===== config.mk =====
export PLATFORM = sky130hd
export DESIGN_NAME = sam_mem_ctrl
export DESIGN_NICKNAME = d
export VERILOG_FILES = /design/src/rtl/sam_mem_ctrl.sv
export SDC_FILE = /design/constraint.sdc
export NUM_CORES = 1
export LEC_CHECK = 0
export CORE_MARGIN = 10
export CORE_UTILIZATION = 49
export DETAILED_ROUTE_END_ITERATION = 10
export PLACE_DENSITY = 0.8
export REMOVE_ABC_BUFFERS = 1
export SYNTH_ARGS = -nofsm -noshare
export SYNTH_HDL_FRONTEND = slang
export SYNTH_SLANG_ARGS = --single-unit

===== constraint.sdc =====
create_clock -name clk -period 2.43 [get_ports clk]
set_input_delay 0.3645 -clock clk [delete_from_list [all_inputs] [get_ports clk]]
set_output_delay 0.3645 -clock clk [all_outputs]
set_load 0.05 [all_outputs]

===== src/rtl/sam_mem_ctrl.sv =====
// Sequencing controller between the decoder and the shared RAM: single writes, streamed range reads, SAM hand-off.
// Optional wrap-around reads are enabled by defining SAM_MEM_CTRL_WRAP_EN.
module sam_mem_ctrl #(
    parameter int ADDR_W     = 14,
    parameter int DATA_W     = 16,
    parameter int OUT_W      = 32,
    parameter int FIFO_DEPTH = 4
) (
    input  logic              clk,
    input  logic              rstn,
    input  logic              cmd_valid,
    output logic              cmd_ready,
    input  logic              cmd_wr,
    input  logic              cmd_rd,
    input  logic              cmd_go,
    input  logic [ADDR_W-1:0] cmd_wr_addr,
    input  logic [DATA_W-1:0] cmd_wr_data,
    input  logic [ADDR_W-1:0] cmd_rd_start,
    input  logic [ADDR_W-1:0] cmd_rd_end,
    output logic [ADDR_W-1:0] ram_addr,
    output logic [DATA_W-1:0] ram_din,
    output logic              ram_wen,
    input  logic [DATA_W-1:0] ram_dout,
    output logic              sam_grant,
    input  logic [ADDR_W-1:0] sam_addr,
    input  logic [DATA_W-1:0] sam_din,
    input  logic              sam_wen,
    input  logic              sam_done,
    output logic [OUT_W-1:0]  out_data,
    output logic              out_valid,
    input  logic              out_ready,
    output logic              out_last,
    output logic              busy
);
    localparam int PTR_W = $clog2(FIFO_DEPTH);
    localparam logic [PTR_W:0] DEPTH_C = (PTR_W+1)'(FIFO_DEPTH);

    localparam logic [2:0] S_IDLE  = 3'd0;
    localparam logic [2:0] S_WRITE = 3'd1;
    localparam logic [2:0] S_READ  = 3'd2;
    localparam logic [2:0] S_DRAIN = 3'd3;
    localparam logic [2:0] S_SAM   = 3'd4;

    logic [2:0]        state_q, state_d;
    logic [ADDR_W-1:0] wr_addr_q, wr_addr_d;
    logic [DATA_W-1:0] wr_data_q, wr_data_d;
    logic [ADDR_W-1:0] rd_addr_q, rd_addr_d;
    logic [ADDR_W-1:0] rd_end_q, rd_end_d;
    logic              infl_q, infl_d;
    logic              infl_last_q, infl_last_d;
    logic [PTR_W-1:0]  wr_ptr_q, rd_ptr_q;
    logic [PTR_W:0]    cnt_q, cnt_d;
    logic [DATA_W-1:0] fifo_dat_q [FIFO_DEPTH];
    logic              fifo_lst_q [FIFO_DEPTH];

    logic fifo_empty, accept, issue, push, pop;
    logic [PTR_W:0] occ;

    assign fifo_empty = (cnt_q == '0);
    assign cmd_ready  = (state_q == S_IDLE) && fifo_empty;
    assign accept     = cmd_valid && cmd_ready;
    // Reserve a FIFO slot for every read still in the RAM pipeline so a stalled stream never overflows.
    assign occ        = cnt_q + {{PTR_W{1'b0}}, infl_q};
    assign issue      = (state_q == S_READ) && (occ < DEPTH_C);
    assign push       = infl_q;
    assign pop        = out_valid && out_ready;

    assign out_valid = !fifo_empty;
    assign out_data  = fifo_empty ? '0 : {{(OUT_W-DATA_W){1'b0}}, fifo_dat_q[rd_ptr_q]};
    assign out_last  = !fifo_empty && fifo_lst_q[rd_ptr_q];
    assign sam_grant = (state_q == S_SAM);
    assign busy      = (state_q != S_IDLE) || !fifo_empty;

    always_comb begin
        ram_addr = '0;
        ram_din  = '0;
        ram_wen  = 1'b0;
        case (state_q)
            S_WRITE: begin
                ram_addr = wr_addr_q;
                ram_din  = wr_data_q;
                ram_wen  = 1'b1;
            end
            S_READ:  ram_addr = rd_addr_q;
            S_SAM: begin
                ram_addr = sam_addr;
                ram_din  = sam_din;
                ram_wen  = sam_wen;
            end
            default: ;
        endcase
    end

    always_comb begin
        state_d     = state_q;
        wr_addr_d   = wr_addr_q;
        wr_data_d   = wr_data_q;
        rd_addr_d   = rd_addr_q;
        rd_end_d    = rd_end_q;
        infl_d      = 1'b0;
        infl_last_d = 1'b0;
        case (state_q)
            S_IDLE: if (accept) begin
                if (cmd_go) begin
                    state_d = S_SAM;
                end else if (cmd_rd) begin
                    state_d   = S_READ;
                    rd_addr_d = cmd_rd_start;
`ifdef SAM_MEM_CTRL_WRAP_EN
                    rd_end_d  = cmd_rd_end;
`else
                    rd_end_d  = (cmd_rd_end < cmd_rd_start) ? cmd_rd_start : cmd_rd_end;
`endif
                end else if (cmd_wr) begin
                    state_d   = S_WRITE;
                    wr_addr_d = cmd_wr_addr;
                    wr_data_d = cmd_wr_data;
                end
            end
            S_WRITE: state_d = S_IDLE;
            S_READ: if (issue) begin
                rd_addr_d   = rd_addr_q + 1'b1;
                infl_d      = 1'b1;
                infl_last_d = (rd_addr_q == rd_end_q);
                if (rd_addr_q == rd_end_q) state_d = S_DRAIN;
            end
            S_DRAIN: if (fifo_empty && !infl_q) state_d = S_IDLE;
            S_SAM:   if (sam_done) state_d = S_IDLE;
            default: state_d = S_IDLE;
        endcase
    end

    always_comb begin
        cnt_d = cnt_q;
        if (push && !pop)      cnt_d = cnt_q + 1'b1;
        else if (!push && pop) cnt_d = cnt_q - 1'b1;
    end

    always_ff @(posedge clk or negedge rstn) begin
        if (!rstn) begin
            state_q     <= S_IDLE;
            wr_addr_q   <= '0;
            wr_data_q   <= '0;
            rd_addr_q   <= '0;
            rd_end_q    <= '0;
            infl_q      <= 1'b0;
            infl_last_q <= 1'b0;
            wr_ptr_q    <= '0;
            rd_ptr_q    <= '0;
            cnt_q       <= '0;
        end else begin
            state_q     <= state_d;
            wr_addr_q   <= wr_addr_d;
            wr_data_q   <= wr_data_d;
            rd_addr_q   <= rd_addr_d;
            rd_end_q    <= rd_end_d;
            infl_q      <= infl_d;
            infl_last_q <= infl_last_d;
            cnt_q       <= cnt_d;
            if (push) wr_ptr_q <= wr_ptr_q + 1'b1;
            if (pop)  rd_ptr_q <= rd_ptr_q + 1'b1;
        end
    end

    // Storage needs no reset: occupancy gates every output that reads it.
    always_ff @(posedge clk) begin
        if (push) begin
            fifo_dat_q[wr_ptr_q] <= ram_dout;
            fifo_lst_q[wr_ptr_q] <= infl_last_q;
        end
    end
endmodule


==> results of run 1 <==
==> synthesized netlist by cell type (all sizes together) (10+ instances only) <==
master / number / share of area, %
dfrtp: 70 / 25
ha: 19 / 3.4
a21oi: 40 / 2.9
clkbuf: 21 / 1.1
nand3: 10 / 0.72
o31a: 13 / 1.6
a22oi: 14 / 1.5
inv: 21 / 1.1
mux4: 17 / 5.5
and2: 23 / 2.1
xor2: 14 / 1.8
mux2: 31 / 5.0
nor2: 23 / 1.2
edfxtp: 68 / 29
o21ai: 39 / 2.8
buf: 31 / 2.9
a22o: 16 / 2.0
nand2: 29 / 1.6
==> flip-flops by register name (all words and copies together) (netlist names) <==
signal and cells:
fifo_lst_q 4, wr_ptr_q 2, rd_addr_q 14, wr_data_q 16
infl_q 1, state_q 3, rd_ptr_q 2, wr_addr_q 14
infl_last_q 1, cnt_q 3, fifo_dat_q 64, rd_end_q 14
==> layout by cell type (no fill, tap or decap), types with 4 or more instances in the layout <==
| cell | count |
|---|---|
| sky130_fd_sc_hd__xnor2_1 | 7 |
| sky130_fd_sc_hd__conb_1 | 16 |
| sky130_fd_sc_hd__a22o_1 | 15 |
| sky130_fd_sc_hd__dfrtp_1 | 68 |
| sky130_fd_sc_hd__ha_1 | 19 |
| sky130_fd_sc_hd__mux4_2 | 17 |
| sky130_fd_sc_hd__o21ai_1 | 4 |
| sky130_fd_sc_hd__nand4_1 | 7 |
| sky130_fd_sc_hd__buf_4 | 33 |
| sky130_fd_sc_hd__a21oi_1 | 39 |
| sky130_fd_sc_hd__o21ai_0 | 34 |
| sky130_fd_sc_hd__nand2b_1 | 4 |
| sky130_fd_sc_hd__o22ai_1 | 9 |
| sky130_fd_sc_hd__clkbuf_16 | 18 |
| sky130_fd_sc_hd__nand2_1 | 29 |
| sky130_fd_sc_hd__nor2_1 | 23 |
| sky130_fd_sc_hd__a2bb2oi_1 | 5 |
| sky130_fd_sc_hd__edfxtp_1 | 68 |
| sky130_fd_sc_hd__and2_1 | 22 |
| sky130_fd_sc_hd__mux2_2 | 31 |
| sky130_fd_sc_hd__a22oi_1 | 14 |
| sky130_fd_sc_hd__o31a_1 | 13 |
| sky130_fd_sc_hd__xor2_1 | 14 |
| sky130_fd_sc_hd__clkdlybuf4s50_1 | 111 |
| sky130_fd_sc_hd__nand3_1 | 10 |
| sky130_fd_sc_hd__buf_12 | 37 |
| sky130_fd_sc_hd__inv_1 | 20 |
==> worst max-delay path: cells and delay by family (launching register included) <==
kind            cells  cell delay (ns)
compound gates      1             0.20
buf+inv             3             0.53
flops               1             0.44
simple gates        2             0.38
==> repair_timing <==
action	4_1_cts	5_1_grt
endpoints found under the hold margin	60	0
hold buffers	1	0
resized for setup	3	13
endpoints found under the setup margin	22	31
gates cloned	0	1
==> worst min path at each step <==
| stage | from | endpoint | slack [ns] |
|---|---|---|---|
| 2_1_floorplan | rstn | cnt_q[0]$_DFFE_PN0P_ | 0.07 |
| 3_3_place_gp | rstn | rd_end_q[2]$_DFFE_PN0P_ | 0.42 |
| 3_5_place_dp | rstn | rd_end_q[2]$_DFFE_PN0P_ | 0.43 |
| 4_1_cts | infl_last_q$_DFF_PN0_ | fifo_lst_q[0]$_DFFE_PP_ | 0.49 |
| 5_1_grt | infl_last_q$_DFF_PN0_ | fifo_lst_q[2]$_DFFE_PP_ | 0.50 |
| 6_report | rstn | rd_end_q[2]$_DFFE_PN0P_ | 0.50 |
==> stage by stage <==
stage | cells | power [mW]
3_5_place_dp | 897 | 9.49
3_3_place_gp | 897 | 9.34
5_1_grt | 931 | 12.6
6_report | 931 | 12.0
4_1_cts | 930 | 12.0
2_1_floorplan | 531 | 7.17
==> kinds of logic after synthesis <==
| group | Yosys count |
|---|---|
| AOI/OAI and AO/OA | 151 |
| DFF | 138 |
| and+or+nand+nor | 115 |
| buffers and inverters | 73 |
| muxes | 49 |
| xor gates and xnor gates | 21 |
| adders and majority gates | 20 |
| other | 1 |
==> routing by layer <==
layer  global-route usage, %  routed length (um)  up-vias  share of wire [%]
met1                    23.8                7670     2539                 40
met5                       0                   0        -                  0
met2                    30.1                9040      307                 47
met4                    7.80                 427        0                2.2
met3                    8.66                2100       37                 11
li1                        -                   -     2410                  -
==> layout make-up <==
class / instances / area (um2)
Tap cell: 180 / 225
Timing Repair Buffer: 188 / 2190
Multi-Input combinational cell: 372 / 2860
Sequential cell: 138 / 3800
Inverter: 21 / 78.8
Clock inverter: 12 / 125
Clock buffer: 20 / 447
Fill cell: 946 / 4170
==> where the power goes <==
group	switching, mW	total (mW)	internal [mW]
Clock	0.951	2.48	1.53
Sequential	0.605	3.67	3.07
Combinational	3.28	5.89	2.60
Total	4.84	12.0	7.20
==> summary by stage, run 1 <==
Worst setup path
Traced cell by cell, the critical path runs through nor2b_4 -> buf_6 -> nor2b_1 -> buf_6 -> a22o_1 -> buf_12. STA classifies the critical path endpoint as an output pin. In this run the register-to-register setup slack is approximately 0.23 ns. The worst flop-to-flop path endpoint is rd_addr_q[11]$_DFFE_PN0P_. The critical path in this run is classified as reg -> out. The kind of start point of the critical path is a flip-flop.

The start point of the critical path is state_q[0]$_DFFE_PN0P_. Measured in cells, the most critical reg-to-reg path has a length of 6. The startpoint identified for the worst register-to-register timing path is infl_q$_DFF_PN0_.

Of all nets on the critical path, the largest fanout is 17. For this run, the slowest stage of the critical path takes about 0.44 ns. The cell that appears most often on the critical path is sky130_fd_sc_hd__buf_6. The cell with the largest stage delay on the worst path is sky130_fd_sc_hd__dfrtp_2. The worst setup path endpoint is ram_din[6]. The arrival time of data at the critical path endpoint is approximately 2.0 ns. For the worst setup path, the data required time is 2.07 ns.

Clocking
The TritonCTS clock tree is done. The clock-pin transition on the worst setup and hold timing paths is 0.06 ns. TritonCTS created 17 clock buffers. The post-CTS repair timing setup buffer count is 0. The H-tree generated during clock tree synthesis spans 4 levels. The insertion delay of the later-clocked pin in the worst-skew pair is 0.42 ns. In this run the clock root is driven by a sky130_fd_sc_hd__clkbuf_16.

For this design, the sink count on the clock tree is roughly 140. Counting along the longest clock path gives a buffer depth of 2.

Final layout
In the final layout, the share of cells above drive strength 1 is 22.2%. For this run, the post-layout net count is about 870. Relative to the synthesized area, the layout overhead comes to 40.3%. The core utilization of the finished layout is around 70%.

The number of antenna diodes in the final layout is 0. The design area is ~9700 um2.

Place
Once placement finished, the instance area stood at 9070 um2. Summed over all nets, the half-perimeter wirelength after detailed placement is about 14 mm. Buffers placed on the I/O ports in this run total 164. The global placement routability congestion is 0.956. At the placement stage, the worst setup path has a slack of -0.0161 ns.

Die
The floorplan step set the die width to between 100 and 150 um. The site row count is 43. The area of the core is between 10,000 and 15,000 um2. During I/O placement, the number of pins put on the boundary was 181.

The overall die area is a little under 20,000 um2. The height of the die is around 140 um. The initial utilization of the core area, before any placement, comes to between 40% and 50%.

GRT
The largest net degree at the start of global routing is 71. Global routing finished with a remaining overflow of 0. The number of antenna violations at the first check in global routing is 0. The number of global-route vias before repair came to ~5,400. Global routing consumed, over all layers together, ~20% of the routing resources. The first global-routing pass estimated approximately 30 mm of wire.

Yosys
Yosys mapped a number of flops with a built-in enable equal to between 60 and 70. After synthesis the cells add up to roughly 7000 um2. The average footprint of a synthesized cell is ~12 um2. The number of warning messages in the yosys log is 0. The gate count of the mapped netlist is ~570. The fraction of synthesis flops using an asynchronous set or reset pin is 50.7%. The most used flip-flop cell after synthesis is sky130_fd_sc_hd__dfrtp_1. The multiplexer fraction of the synthesized cell area is ~11%.

The post-synthesis adder-cell area fraction is 3.72%. Sequential elements use a little over half of the synthesized area. The xor and xnor fraction of the mapped netlist area is ~2.7%. The compound-cell area share of the yosys netlist is between 10 and 15%. The main combinational cell family by area after synthesis is compound AO/OA/AOI/OAI gates. The count of unique library cells instantiated by Yosys is between 50 and 60.

The area fraction in and, or, nand and nor cells after synthesis is around 8.7%. The number of synthesized register bits is about 140.

Timing
Between clock sinks in the finished design, the worst skew comes to ~0.007 ns. The number of hold-slack violations in the final timing report came to 0. The worst path needs ~2.3 ns of the cycle, external delays included.

The transition time at the pin with the least slew margin is between 0.9 and 1 ns. The worst slew margin relative to its limit is between 30% and 40%. The number of slew-limit violations in the final report is 0.

In the post-route analysis, the smallest setup slack over all paths is 0.0963 ns. Setup repair after global routing left no endpoint under its margin. The post-route clock period utilization is between 90% and 100%. Setup violations remaining at the end of the flow were counted as 0. The worst-case hold slack is between 0.4 and 0.5 ns.

Static timing analysis puts the maximum clock frequency at 429 MHz. Setup total negative slack on the finished layout was measured at 0 ns.

Drt
The final routed wire length divided by cell count is approximately 21 um. The total DRC errors in the routed layout is 0. The number of DRC violations after detailed-routing iteration 0 is 470. Dividing the detail-routed via count by the number of cells gives 5.69. The first detailed-routing pass took 5 iterations. The post-route antenna net violation count is 0. The routed design has roughly 19 mm of wire.

Summing over every cut layer, the via total after detailed routing is 5,293.

Run status
The run finished with clean final reports.

Pwr
VDD sags by at most around 0.8 mV. In this run the power density over the cells is 1240 nW/um2. The static power due to leakage is approximately 3.9 nW.

Run
The count of maximum capacitance violations is 0.

Hold path
The worst hold path belongs to the class in -> async.
Power figures use the tool's default switching activity.
==> inputs of run 2 (changes only) <==
Settings changed: MAX_ROUTING_LAYER from default to met4.
==> run 2 against run 1 <==
Against the previous run: critical path depth is 1 higher; register-to-register slack got worse by 0.08 ns; design area grew 0.68%; sequential share of layout area fell by 0.27 points; final cell count grew 0.43%; worst setup slack gained 0.010 ns; total power up 1.6%; worst hold slack improved by 0.0046 ns; sequential cell count unchanged; non-clock buffer count is 3 higher.
==> summary by stage, run 2 (synthesis results as in run 1) <==
Run status
The flow ran to the end, and the final reports show no timing, DRC or antenna violations.

Drt
The final routed wire length divided by cell count is ~20 um. For this block, the routed nets add up to around 19 mm of wire. The pre-antenna-repair detailed-routing pass consisted of 6 iterations. Detailed routing inserted a total of 5,285 vias. The routed via count divided by cell count is 5.65. For this block, the initial DRC count from the detailed router was about 470. The total DRC errors in the routed layout is 0. The post-route antenna net violation count is 0.

Worst setup path
Among all stages on the critical path, the largest delay is contributed by sky130_fd_sc_hd__dfrtp_1. The worst setup path is captured at an output pin. The critical path is of the reg -> out type. The highest cell delay on the worst timing path is approximately 0.40 ns.

The launch instance of the worst register-to-register path is cnt_q[0]$_DFFE_PN0P_. The required time of the critical path is around 2.1 ns. Walking the worst path, the cells encountered are buf_6 -> and2_4 -> buf_12 -> nand2_1 -> o21ai_0 -> buf_4 -> buf_12. The start point of the critical path is state_q[1]$_DFFE_PN0P_.

The cell repeated most along the worst path is sky130_fd_sc_hd__buf_12. The arrival time of data at the critical path endpoint is between 1.5 and 2 ns. The kind of start point of the critical path is a flip-flop. The highest fanout seen on the critical path is 21.

Run
The count of maximum capacitance violations is 0.

Final layout
The final net count is around 870. The top cell types in the final layout, fill and taps aside, are sky130_fd_sc_hd__clkdlybuf4s50_1 (111), sky130_fd_sc_hd__dfrtp_1 (68), sky130_fd_sc_hd__edfxtp_1 (68), sky130_fd_sc_hd__a21oi_1 (39), sky130_fd_sc_hd__buf_12 (37). The multi-input logic area is about 2900 um2. In the final layout, the share of cells above drive strength 1 is 23.1%. Cells fill 70.5% of the core in the end. The largest register by flop count is fifo_dat_q. Leaving out fill and tap cells, the most frequent cell in the layout is sky130_fd_sc_hd__clkdlybuf4s50_1. Relative to the synthesized area, the layout overhead comes to 41.2%. For this run, the number of standard cells in the final layout without fillers is roughly 940. Across the whole layout, storage elements account for between 3000 and 4000 um2. The register with the most flip-flops in the layout has 64 of them. The largest registers in the layout are fifo_dat_q x64, wr_data_q x16. After filler insertion, the fill cell instance count of the layout stands at between 900 and 1,000.

Pwr
The part of the total power dissipated in sequential elements is 30.0%. The net switching share of the total power is 40.2%. The overall power is between 10 and 15 mW.

The share of power burned in combinational logic is 48.3%. The clock network fraction of design power is 21.7%. The analysis attributes to cell leakage a power of just under 4 nW. The net switching power of the design is between 4 and 5 mW. The internal power of the cells totals 7.32 mW. VDD sags by at most between 0.7 and 0.8 mV. For this design the ratio of total power to cell area is approximately 1300 nW/um2.

Timing
The number of slew-limit violations in the final report is 0. For the finished layout, the period the worst path requires is 2.32 ns. The fmax is about 430 MHz. Across the routed clock network, the largest skew measured is around 0.0086 ns. After layout, the worst path uses 95.6% of the clock period.

The number of hold-slack violations in the final timing report is 0. Setup repair after global routing could not meet its margin everywhere. Final hold analysis gives a worst-case slack of approximately 0.5 ns. The worst slew margin relative to its limit is a little under 40%. The total setup violations reported at the end of the flow is 0. The transition time at the pin with the least slew margin is about 0.90 ns.

Die
In this run the standard cell core region covers between 10,000 and 15,000 um2. Measured along the y axis, the die boundary spans ~140 um. The floorplan step set the die width to roughly 140 um. During I/O placement, the number of pins put on the boundary was 181.

In this run the core area contains 43 standard-cell rows. The overall die area is ~19,000 um2. For this configuration, the core starts out at a cell density of 49.9%.

Clocking
The deepest level of the CTS H-tree is 4. The TritonCTS clock tree is done. The clock reaches the later pin of the worst-skew pair after roughly 0.41 ns. The TritonCTS buffer count is 17. Counting along the longest clock path gives a buffer depth of 2. The clock net sink count is between 100 and 150. In this run the clock root is driven by a sky130_fd_sc_hd__clkbuf_16.

Clock-pin slew was measured on the worst setup and hold paths at approximately 0.060 ns.

GRT
The residual overflow from global routing is 0. In the global route stage, met3 resource usage came out at roughly 6.5%. The first global-routing pass estimated between 30 and 40 mm of wire.

The largest net degree at the start of global routing is 71. The routing usage on met1 is approximately a quarter. The number of antenna violations at the first check in global routing is 0. The number of global-route vias before repair came to 5,578.

In the global route stage, met2 resource usage came out at a little under a third. The all-layer global routing usage is roughly a fifth. The layer with the highest usage is met2.

Hold path
The worst min-delay path class is in -> async.

Place
The HPWL reported at the end of detailed placement is around 14 mm. Routability-driven placement finished with a final weighted congestion of roughly 0.96. The total instance count after detailed placement is 898. Buffers placed on the I/O ports in this run total 164.
[run 2: cell types whose count changed in the layout (fill, tap and decap cells not counted), moves of 2 or more]
cell,before,now
sky130_fd_sc_hd__clkinv_1,2,0
sky130_fd_sc_hd__clkbuf_1,2,0
sky130_fd_sc_hd__buf_4,33,36
sky130_fd_sc_hd__o21ai_0,34,36
sky130_fd_sc_hd__inv_6,1,3
sky130_fd_sc_hd__clkinvlp_4,1,3
sky130_fd_sc_hd__inv_8,0,2
[run 2: final timing paths]
kind | endpoint | slack [ns] | cells past startpoint
worst max-delay path | ram_addr[1] | 0.11 | 7
worst min-delay path | rd_end_q[1]$_DFFE_PN0P_ | 0.50 | 3
worst max register to register | cnt_q[2]$_DFFE_PN0P_ | 0.15 | 9
worst min register to register | fifo_lst_q[3]$_DFFE_PP_ | 0.51 | 0
max in group asynchronous | state_q[2]$_DFFE_PN0P_ | 1.58 | 3
min in group clk | fifo_lst_q[3]$_DFFE_PP_ | 0.51 | 0
[run 2: what timing repair did]
item                                    CTS  global route
buffers inserted                          0             2
resized for setup                         4            10
gates cloned                              0             1
hold buffers                              1             0
hold endpoints to repair                 32             0
endpoints found under the setup margin   20            29
[run 2: layout make-up]
| cell class | instances | share of cell area [%] |
|---|---|---|
| flip-flops and latches | 138 | 38.8 |
| well taps | 180 | 2.30 |
| clock inverters | 15 | 1.93 |
| repair buffers | 191 | 22.6 |
| clock buffers | 17 | 4.35 |
| multi-input cells | 372 | 29.2 |
| inverters | 21 | 0.806 |
| diodes | 1 | 0.0256 |
[run 2: power by group through the flow]
stage / Combinational (mW) / Clock, mW / Sequential, mW
after floorplan: 3.57 / 0 / 3.59
after global placement: 5.71 / 0 / 3.64
after detailed placement: 5.82 / 0 / 3.68
after CTS: 5.87 / 2.69 / 3.65
after global routing: 6.32 / 2.80 / 3.74
final: 5.91 / 2.65 / 3.67
[run 2: critical path, delay by kind of cell, from the launching register on]
kind / cells / cell delay, ns
AO/OA/AOI/OAI: 1 / 0.14
flip-flops: 1 / 0.40
AND/OR/NAND/NOR: 2 / 0.32
buffers and inverters: 4 / 0.69
[run 2: routing by layer]
layer,vias to the layer above,wire [um]
li1,2423,-
met1,2543,7770
met2,284,9280
met3,35,1680
met4,0,389
met5,-,0
[run 2: through the flow]
step / setup slack (ns) / TNS [ns] / area [um2]
floorplan: -0.416 / -20.98 / 6710
global placement: 0.111 / 0 / 9070
detailed placement: 0.0637 / 0 / 9070
CTS: 0.00370 / 0 / 9720
global route: -0.00241 / -0.00241 / 9780
finish: 0.107 / 0 / 9780
==> inputs of run 3 (changes only) <==
Settings changed: CTS_CLUSTER_SIZE from default to 24.
==> results of run 3 <==
The final DEF is identical to that of run 2; final timing and power are the same.
